`config.mk`:
```
export PLATFORM = sky130hd
export DESIGN_NAME = bptt_acc_ctrl_flat
export DESIGN_NICKNAME = d
export VERILOG_FILES = /design/src/rtl/bptt_acc_ctrl_if.sv /design/src/rtl/bptt_acc_ctrl.sv /design/src/flat_wrapper.sv
export SDC_FILE = /design/constraint.sdc
export NUM_CORES = 1
export LEC_CHECK = 0
export CORE_UTILIZATION = 30
export CTS_CLUSTER_DIAMETER = 30
export DETAILED_ROUTE_END_ITERATION = 12
export GPL_TIMING_DRIVEN = 1
export RECOVER_POWER = 100
export SLEW_MARGIN = 20
export SYNTH_ARGS = -nofsm -noshare
export SYNTH_HDL_FRONTEND = slang
export SYNTH_SLANG_ARGS = --single-unit
```
`constraint.sdc`:
```
create_clock -name clk -period 1.3 [get_ports clk]
set_input_delay 0.39 -clock clk [delete_from_list [all_inputs] [get_ports clk]]
set_output_delay 0.39 -clock clk [all_outputs]
set_load 0.03 [all_outputs]
```
`src/rtl/bptt_acc_ctrl_if.sv`:
```
// bptt_acc_ctrl_if: handshake bundle between the BPTT sequencer and its
// neighbours (training FSM, timestep store, delta unit, accumulators,
// weight-update stage). Optional abort input: BPTT_CTRL_ABORT_EN.
interface bptt_acc_ctrl_if #(
  parameter int ADDR_W = 2
);
  logic              i_start;
  logic              o_busy;
  logic              o_rd_en;
  logic [ADDR_W-1:0] o_addr;
  logic              i_d_valid;
  logic              o_d_ready;
  logic              o_acc_en;
  logic              o_acc_clr;
  logic              o_upd_en;
  logic              i_upd_done;
  logic              o_done;
`ifdef BPTT_CTRL_ABORT_EN
  logic              i_abort;

  // Controller side
  modport master (
    input  i_start, i_d_valid, i_upd_done, i_abort,
    output o_busy, o_rd_en, o_addr, o_d_ready, o_acc_en, o_acc_clr,
           o_upd_en, o_done
  );

  // Environment side
  modport slave (
    output i_start, i_d_valid, i_upd_done, i_abort,
    input  o_busy, o_rd_en, o_addr, o_d_ready, o_acc_en, o_acc_clr,
           o_upd_en, o_done
  );
`else
  // Controller side
  modport master (
    input  i_start, i_d_valid, i_upd_done,
    output o_busy, o_rd_en, o_addr, o_d_ready, o_acc_en, o_acc_clr,
           o_upd_en, o_done
  );

  // Environment side
  modport slave (
    output i_start, i_d_valid, i_upd_done,
    input  o_busy, o_rd_en, o_addr, o_d_ready, o_acc_en, o_acc_clr,
           o_upd_en, o_done
  );
`endif
endinterface

```
`src/rtl/bptt_acc_ctrl.sv`:
```
// bptt_acc_ctrl: LSTM backward-pass sequencer. Clears the gradient
// accumulators, walks the stored timesteps from N_STEP-1 down to 0
// (read, wait for deltas, accumulate), then requests the weight update.
// All outputs are registered and derived from the next state.
// Optional feature macro: BPTT_CTRL_ABORT_EN (adds bus.i_abort).
module bptt_acc_ctrl #(
  parameter int N_STEP = 4,
  parameter int ADDR_W = 2,
  parameter int LAT    = 2
) (
  input  logic                clk,
  input  logic                rst,
  bptt_acc_ctrl_if.master     bus
);

  localparam logic [2:0] S_IDLE   = 3'd0;
  localparam logic [2:0] S_CLEAR  = 3'd1;
  localparam logic [2:0] S_FETCH  = 3'd2;
  localparam logic [2:0] S_WAIT   = 3'd3;
  localparam logic [2:0] S_ACC    = 3'd4;
  localparam logic [2:0] S_UPDATE = 3'd5;
  localparam logic [2:0] S_DONE   = 3'd6;

  // Counts WAIT cycles (1 = first WAIT cycle); saturates at LAT.
  localparam int CNT_W = (LAT < 1) ? 1 : $clog2(LAT + 1);
  localparam logic [CNT_W-1:0]  LAT_C  = CNT_W'(LAT);
  localparam logic [ADDR_W-1:0] LAST_T = ADDR_W'(N_STEP - 1);

  logic [2:0]        state_q, state_d;
  logic [CNT_W-1:0]  cnt_q, cnt_d;
  logic [ADDR_W-1:0] addr_q, addr_d;
  logic              abort_clr;

  logic busy_q, busy_d;
  logic rd_en_q, rd_en_d;
  logic d_ready_q, d_ready_d;
  logic acc_en_q, acc_en_d;
  logic acc_clr_q, acc_clr_d;
  logic upd_en_q, upd_en_d;
  logic done_q, done_d;

  // Next-state, timestep index and latency counter.
  always_comb begin
    state_d   = state_q;
    cnt_d     = cnt_q;
    addr_d    = addr_q;
    abort_clr = 1'b0;
    case (state_q)
      S_IDLE: begin
        if (bus.i_start) begin
          state_d = S_CLEAR;
          addr_d  = LAST_T;          // visible together with the clear pulse
        end
      end
      S_CLEAR:  state_d = S_FETCH;
      S_FETCH: begin
        cnt_d   = CNT_W'(1);
        state_d = S_WAIT;
      end
      S_WAIT: begin
        // Ready is the registered flag, so acceptance uses what the
        // producer saw this cycle.
        if (bus.i_d_valid && d_ready_q) begin
          state_d = S_ACC;
        end else if (cnt_q < LAT_C) begin
          cnt_d = cnt_q + CNT_W'(1);
        end
      end
      S_ACC: begin
        if (addr_q == '0) begin
          state_d = S_UPDATE;        // index stays at 0, never wraps
        end else begin
          addr_d  = addr_q - ADDR_W'(1);
          state_d = S_FETCH;
        end
      end
      S_UPDATE: begin
        if (bus.i_upd_done) state_d = S_DONE;
      end
      S_DONE:   state_d = S_IDLE;
      default:  state_d = S_IDLE;
    endcase
`ifdef BPTT_CTRL_ABORT_EN
    // Abort overrides every transition; the clear pulse discards partial sums.
    if (state_q != S_IDLE && bus.i_abort) begin
      state_d   = S_IDLE;
      addr_d    = '0;
      abort_clr = 1'b1;
    end
`endif
  end

  // Moore outputs decoded from the next state so they register in step with it.
  always_comb begin
    busy_d    = (state_d != S_IDLE);
    rd_en_d   = (state_d == S_FETCH);
    d_ready_d = (state_d == S_WAIT) && (cnt_d >= LAT_C);
    acc_en_d  = (state_d == S_ACC);
    acc_clr_d = (state_d == S_CLEAR) || abort_clr;
    upd_en_d  = (state_d == S_UPDATE);
    done_d    = (state_d == S_DONE);
  end

  // State and output registers with synchronous reset.
  always_ff @(posedge clk) begin
    if (rst) begin
      state_q   <= S_IDLE;
      cnt_q     <= '0;
      addr_q    <= '0;
      busy_q    <= 1'b0;
      rd_en_q   <= 1'b0;
      d_ready_q <= 1'b0;
      acc_en_q  <= 1'b0;
      acc_clr_q <= 1'b0;
      upd_en_q  <= 1'b0;
      done_q    <= 1'b0;
    end else begin
      state_q   <= state_d;
      cnt_q     <= cnt_d;
      addr_q    <= addr_d;
      busy_q    <= busy_d;
      rd_en_q   <= rd_en_d;
      d_ready_q <= d_ready_d;
      acc_en_q  <= acc_en_d;
      acc_clr_q <= acc_clr_d;
      upd_en_q  <= upd_en_d;
      done_q    <= done_d;
    end
  end

  assign bus.o_busy    = busy_q;
  assign bus.o_rd_en   = rd_en_q;
  assign bus.o_addr    = addr_q;
  assign bus.o_d_ready = d_ready_q;
  assign bus.o_acc_en  = acc_en_q;
  assign bus.o_acc_clr = acc_clr_q;
  assign bus.o_upd_en  = upd_en_q;
  assign bus.o_done    = done_q;

endmodule

```
`src/flat_wrapper.sv`:
```
// flat-port wrapper written by rule: the top's interface ports become plain ports
module bptt_acc_ctrl_flat 
#(
  parameter int N_STEP = 4,
  parameter int ADDR_W = 2,
  parameter int LAT    = 2
)
  (clk, rst, bus_i_start, bus_i_d_valid, bus_i_upd_done, bus_o_busy, bus_o_rd_en, bus_o_addr, bus_o_d_ready, bus_o_acc_en, bus_o_acc_clr, bus_o_upd_en, bus_o_done);
  bptt_acc_ctrl_if #(.ADDR_W(ADDR_W)) bus_i ();
  input  logic clk;
  input  logic rst;
  input wire logic [$bits(bus_i.i_start)-1:0] bus_i_start;
  input wire logic [$bits(bus_i.i_d_valid)-1:0] bus_i_d_valid;
  input wire logic [$bits(bus_i.i_upd_done)-1:0] bus_i_upd_done;
  output wire logic [$bits(bus_i.o_busy)-1:0] bus_o_busy;
  output wire logic [$bits(bus_i.o_rd_en)-1:0] bus_o_rd_en;
  output wire logic [$bits(bus_i.o_addr)-1:0] bus_o_addr;
  output wire logic [$bits(bus_i.o_d_ready)-1:0] bus_o_d_ready;
  output wire logic [$bits(bus_i.o_acc_en)-1:0] bus_o_acc_en;
  output wire logic [$bits(bus_i.o_acc_clr)-1:0] bus_o_acc_clr;
  output wire logic [$bits(bus_i.o_upd_en)-1:0] bus_o_upd_en;
  output wire logic [$bits(bus_i.o_done)-1:0] bus_o_done;
  assign bus_i.i_start = bus_i_start;
  assign bus_i.i_d_valid = bus_i_d_valid;
  assign bus_i.i_upd_done = bus_i_upd_done;
  assign bus_o_busy = bus_i.o_busy;
  assign bus_o_rd_en = bus_i.o_rd_en;
  assign bus_o_addr = bus_i.o_addr;
  assign bus_o_d_ready = bus_i.o_d_ready;
  assign bus_o_acc_en = bus_i.o_acc_en;
  assign bus_o_acc_clr = bus_i.o_acc_clr;
  assign bus_o_upd_en = bus_i.o_upd_en;
  assign bus_o_done = bus_i.o_done;
  bptt_acc_ctrl #(.N_STEP(N_STEP), .ADDR_W(ADDR_W), .LAT(LAT)) u_core (.clk(clk), .rst(rst), .bus(bus_i));
endmodule
```
==> metrics.txt, run 1 <==
sequential share of power 47.9%; setup violators final 4; drt wl/cell 11.4 µm; Die Y 47.1 µm; total CTS buffers 3; Psw 0.337 mW; worst-skew pair later-pin latency 0.27 ns; Synth Flop Type dfxtp_1; Syn Nets 76; Routed WL 1.35 mm; critical path endpoint category flop; WHS 0.495 ns; Vias about 560; slowest stage cell, crit path clkdlybuf4s50_1; period utilization 103%; number of max-cap violations 0; Routed Antenna Nets 0; Overall Global Routing Usage 13.7%; actual slew at the worst max-slew pin 0.270 ns; sequential area share after synthesis 45.9%; Post-layout nets 103; vias per cell roughly 4.7; clk_skew 0.00111 ns; vias in the first global route 486; P per Cell Area 1180 mW/mm²; first-pass GRT wire length 2.06 mm; area delta synth->final 46.9%; RSZ-0062 raised after global routing yes; number of flops mapped to enable cells by yosys 0; PnR worst setup slack -0.0452 ns; Arr. time, crit path 1.53 ns; Synth Warn # 0; Lkg Pwr ~0.37 nW; Fin. Hold Viols 0; Initial Util 33.5%; Cell Area, Synth slightly above 600 µm²; fraction of layout cells with a size suffix above 1 46.8%; sw frac 31.7%; die width 47.1 µm; post-synth top area cell dfxtp_1; Fmax 743 MHz; hold buffer count at cts 0; Max Root-Sink Buffers 2; mean area per synthesized cell 8.85 µm²; Worst setup SP type input port; placed wire-length estimate 941 µm; asr flop ratio synth 0%; distinct cell type count after synthesis 25; DP Worst Slack -0.394 ns; htree depth 1; core area 0.00182 mm²; Root Driver clkbuf_4; worst-path maximum fanout 3; Seq cells post-synth 14; status finished, violations left; R2R setup slack -0.04 ns; PortBufs 13; Clock Power Share 21.9%; DRC Markers 0; number of diodes 0; top cells by count, synth 14 x dfxtp_1, 8 x inv_1, 8 x nor2_1; worst relative slew slack 82.0%; clk sinks 14; synth top area cells dfxtp_1 46%, inv_1 4.9%, nor2_1 4.9%; Critical Path, Cell by Cell clkdlybuf4s50_1, nand2b_1, and2_4, o31a_1, nor4_2; Top Ports 14; Slew Viols, Final 0; crit-path max cell delay 0.39 ns; clock slew at reported path FFs around 0.08 ns; Yosys top cell area share between 40% and 50%; Pwr Total 1.06 mW; # rows 15; Final Util between 40% and 50%; RD Place Congestion roughly 0.70; Worst IR Drop VDD 0.000595 V; Die Area 0.00222 mm²; critical path type input port to flop; drt pass-1 iters 3; fin crit period roughly 1.3 ns; critical path required time 1.49 ns; internal power slightly above 0.7 mW; 1st-iter DRT viols 2; GRT overflow 0; failing checks negative setup slack; pin count of the biggest net entering global routing 11; combinational group share of total power a little over 30%; hold crit path type flop to flop; initial antenna violation count 0; TritonCTS clock tree yes; top-count cell post-synth dfxtp_1; Mapped Cells 69
[per-stage QoR]
step,TNS [ns],area (µm²),std cells
finish,-0.132,897,119
floorplan,-0.0163,638,69
global route,-0.561,897,119
global placement,-3.52,835,114
CTS,-0.0145,878,118
detailed placement,-3.68,835,114
[power by group through the flow]
stage / registers (mW) / logic, mW / clock network (mW)
after detailed placement: 0.509 / 0.299 / 0
after global routing: 0.515 / 0.349 / 0.255
after global placement: 0.507 / 0.292 / 0
after CTS: 0.502 / 0.316 / 0.242
final: 0.509 / 0.321 / 0.232
after floorplan: 0.529 / 0.166 / 0
[worst paths after layout]
check / start / endpoint / depth (start not counted)
worst max-delay path: bus_i_upd_done / u_core.bus.o_acc_clr$_SDFF_PP0_ / 5
worst min register to register: u_core.cnt_q[0]$_SDFF_PP0_ / u_core.cnt_q[0]$_SDFF_PP0_ / 2
worst min-delay path: u_core.cnt_q[0]$_SDFF_PP0_ / u_core.cnt_q[0]$_SDFF_PP0_ / 2
worst max register to register: u_core.bus.o_addr[0]$_SDFFE_PP0P_ / u_core.state_q[0]$_SDFF_PP0_ / 6
[logic make-up after synthesis]
family	after synthesis	share of synthesized area [%]
AND/OR/NAND/NOR	27	23.0
AO/OA/AOI/OAI	14	18.0
flip-flops	14	45.9
buffers and inverters	12	9.02
adder cells (fa/ha/maj)	2	4.10
[state kept, by name (all words and copies together), names as in the netlist]
name                  cells
u_core.bus.o_acc_clr      1
u_core.bus.o_acc_en       1
u_core.bus.o_addr         2
u_core.bus.o_busy         1
u_core.bus.o_d_ready      1
u_core.bus.o_done         1
u_core.bus.o_rd_en        1
u_core.bus.o_upd_en       1
u_core.cnt_q              2
u_core.state_q            3
[routing by layer]
| metal | share of wire, % | track usage (%) |
|---|---|---|
| met5 | 0 | 0 |
| met4 | 0.89 | 5.14 |
| met3 | 3.9 | 5.77 |
| met2 | 50 | 21.7 |
| met1 | 45 | 16.6 |
[layout by cell type, fill, tap and decap left out, types with 2 or more instances in the layout]
master / synthesis / layout
nand2b_1: 2 / 2
inv_2: 0 / 2
buf_6: 1 / 2
nand2_1: 4 / 4
a211oi_1: 3 / 2
a21oi_1: 3 / 3
buf_4: 0 / 11
inv_1: 8 / 6
clkbuf_2: 0 / 7
dfxtp_2: 0 / 3
dfxtp_4: 0 / 2
a221oi_1: 2 / 2
clkbuf_4: 0 / 3
nor2_1: 8 / 7
dlygate4sd2_1: 0 / 2
nor3_2: 0 / 2
clkdlybuf4s50_1: 0 / 2
nor3_1: 5 / 3
and2_4: 0 / 2
dfxtp_1: 14 / 9
[layout make-up]
class	instances	area [µm²]
tap	25	31.3
multi-input combinational	43	335
sequential	14	292
inverter	8	30.0
fill	182	923
clock buffer	3	22.5
timing repair buffer	26	186
[critical path: cells and delay by family]
family,cells,cell delay [ns]
AOI/OAI and AO/OA,1,0.28
and+or+nand+nor,3,0.46
buffers and inverters,1,0.39
[what timing repair did]
item / CTS / global route
pin swaps: 5 / 1
setup endpoints to repair: 9 / 10
buffers inserted: 1 / 1
gates resized for setup: 8 / 7
Note: power is estimated with default switching activity, not from simulation.
==> run 2: changes to the inputs <==
- ABC_CLOCK_PERIOD_IN_PS: default -> 1300
- SLEW_MARGIN: 20 -> default
==> results of run 2 <==
The final DEF is identical to that of run 1; final timing and power are the same.
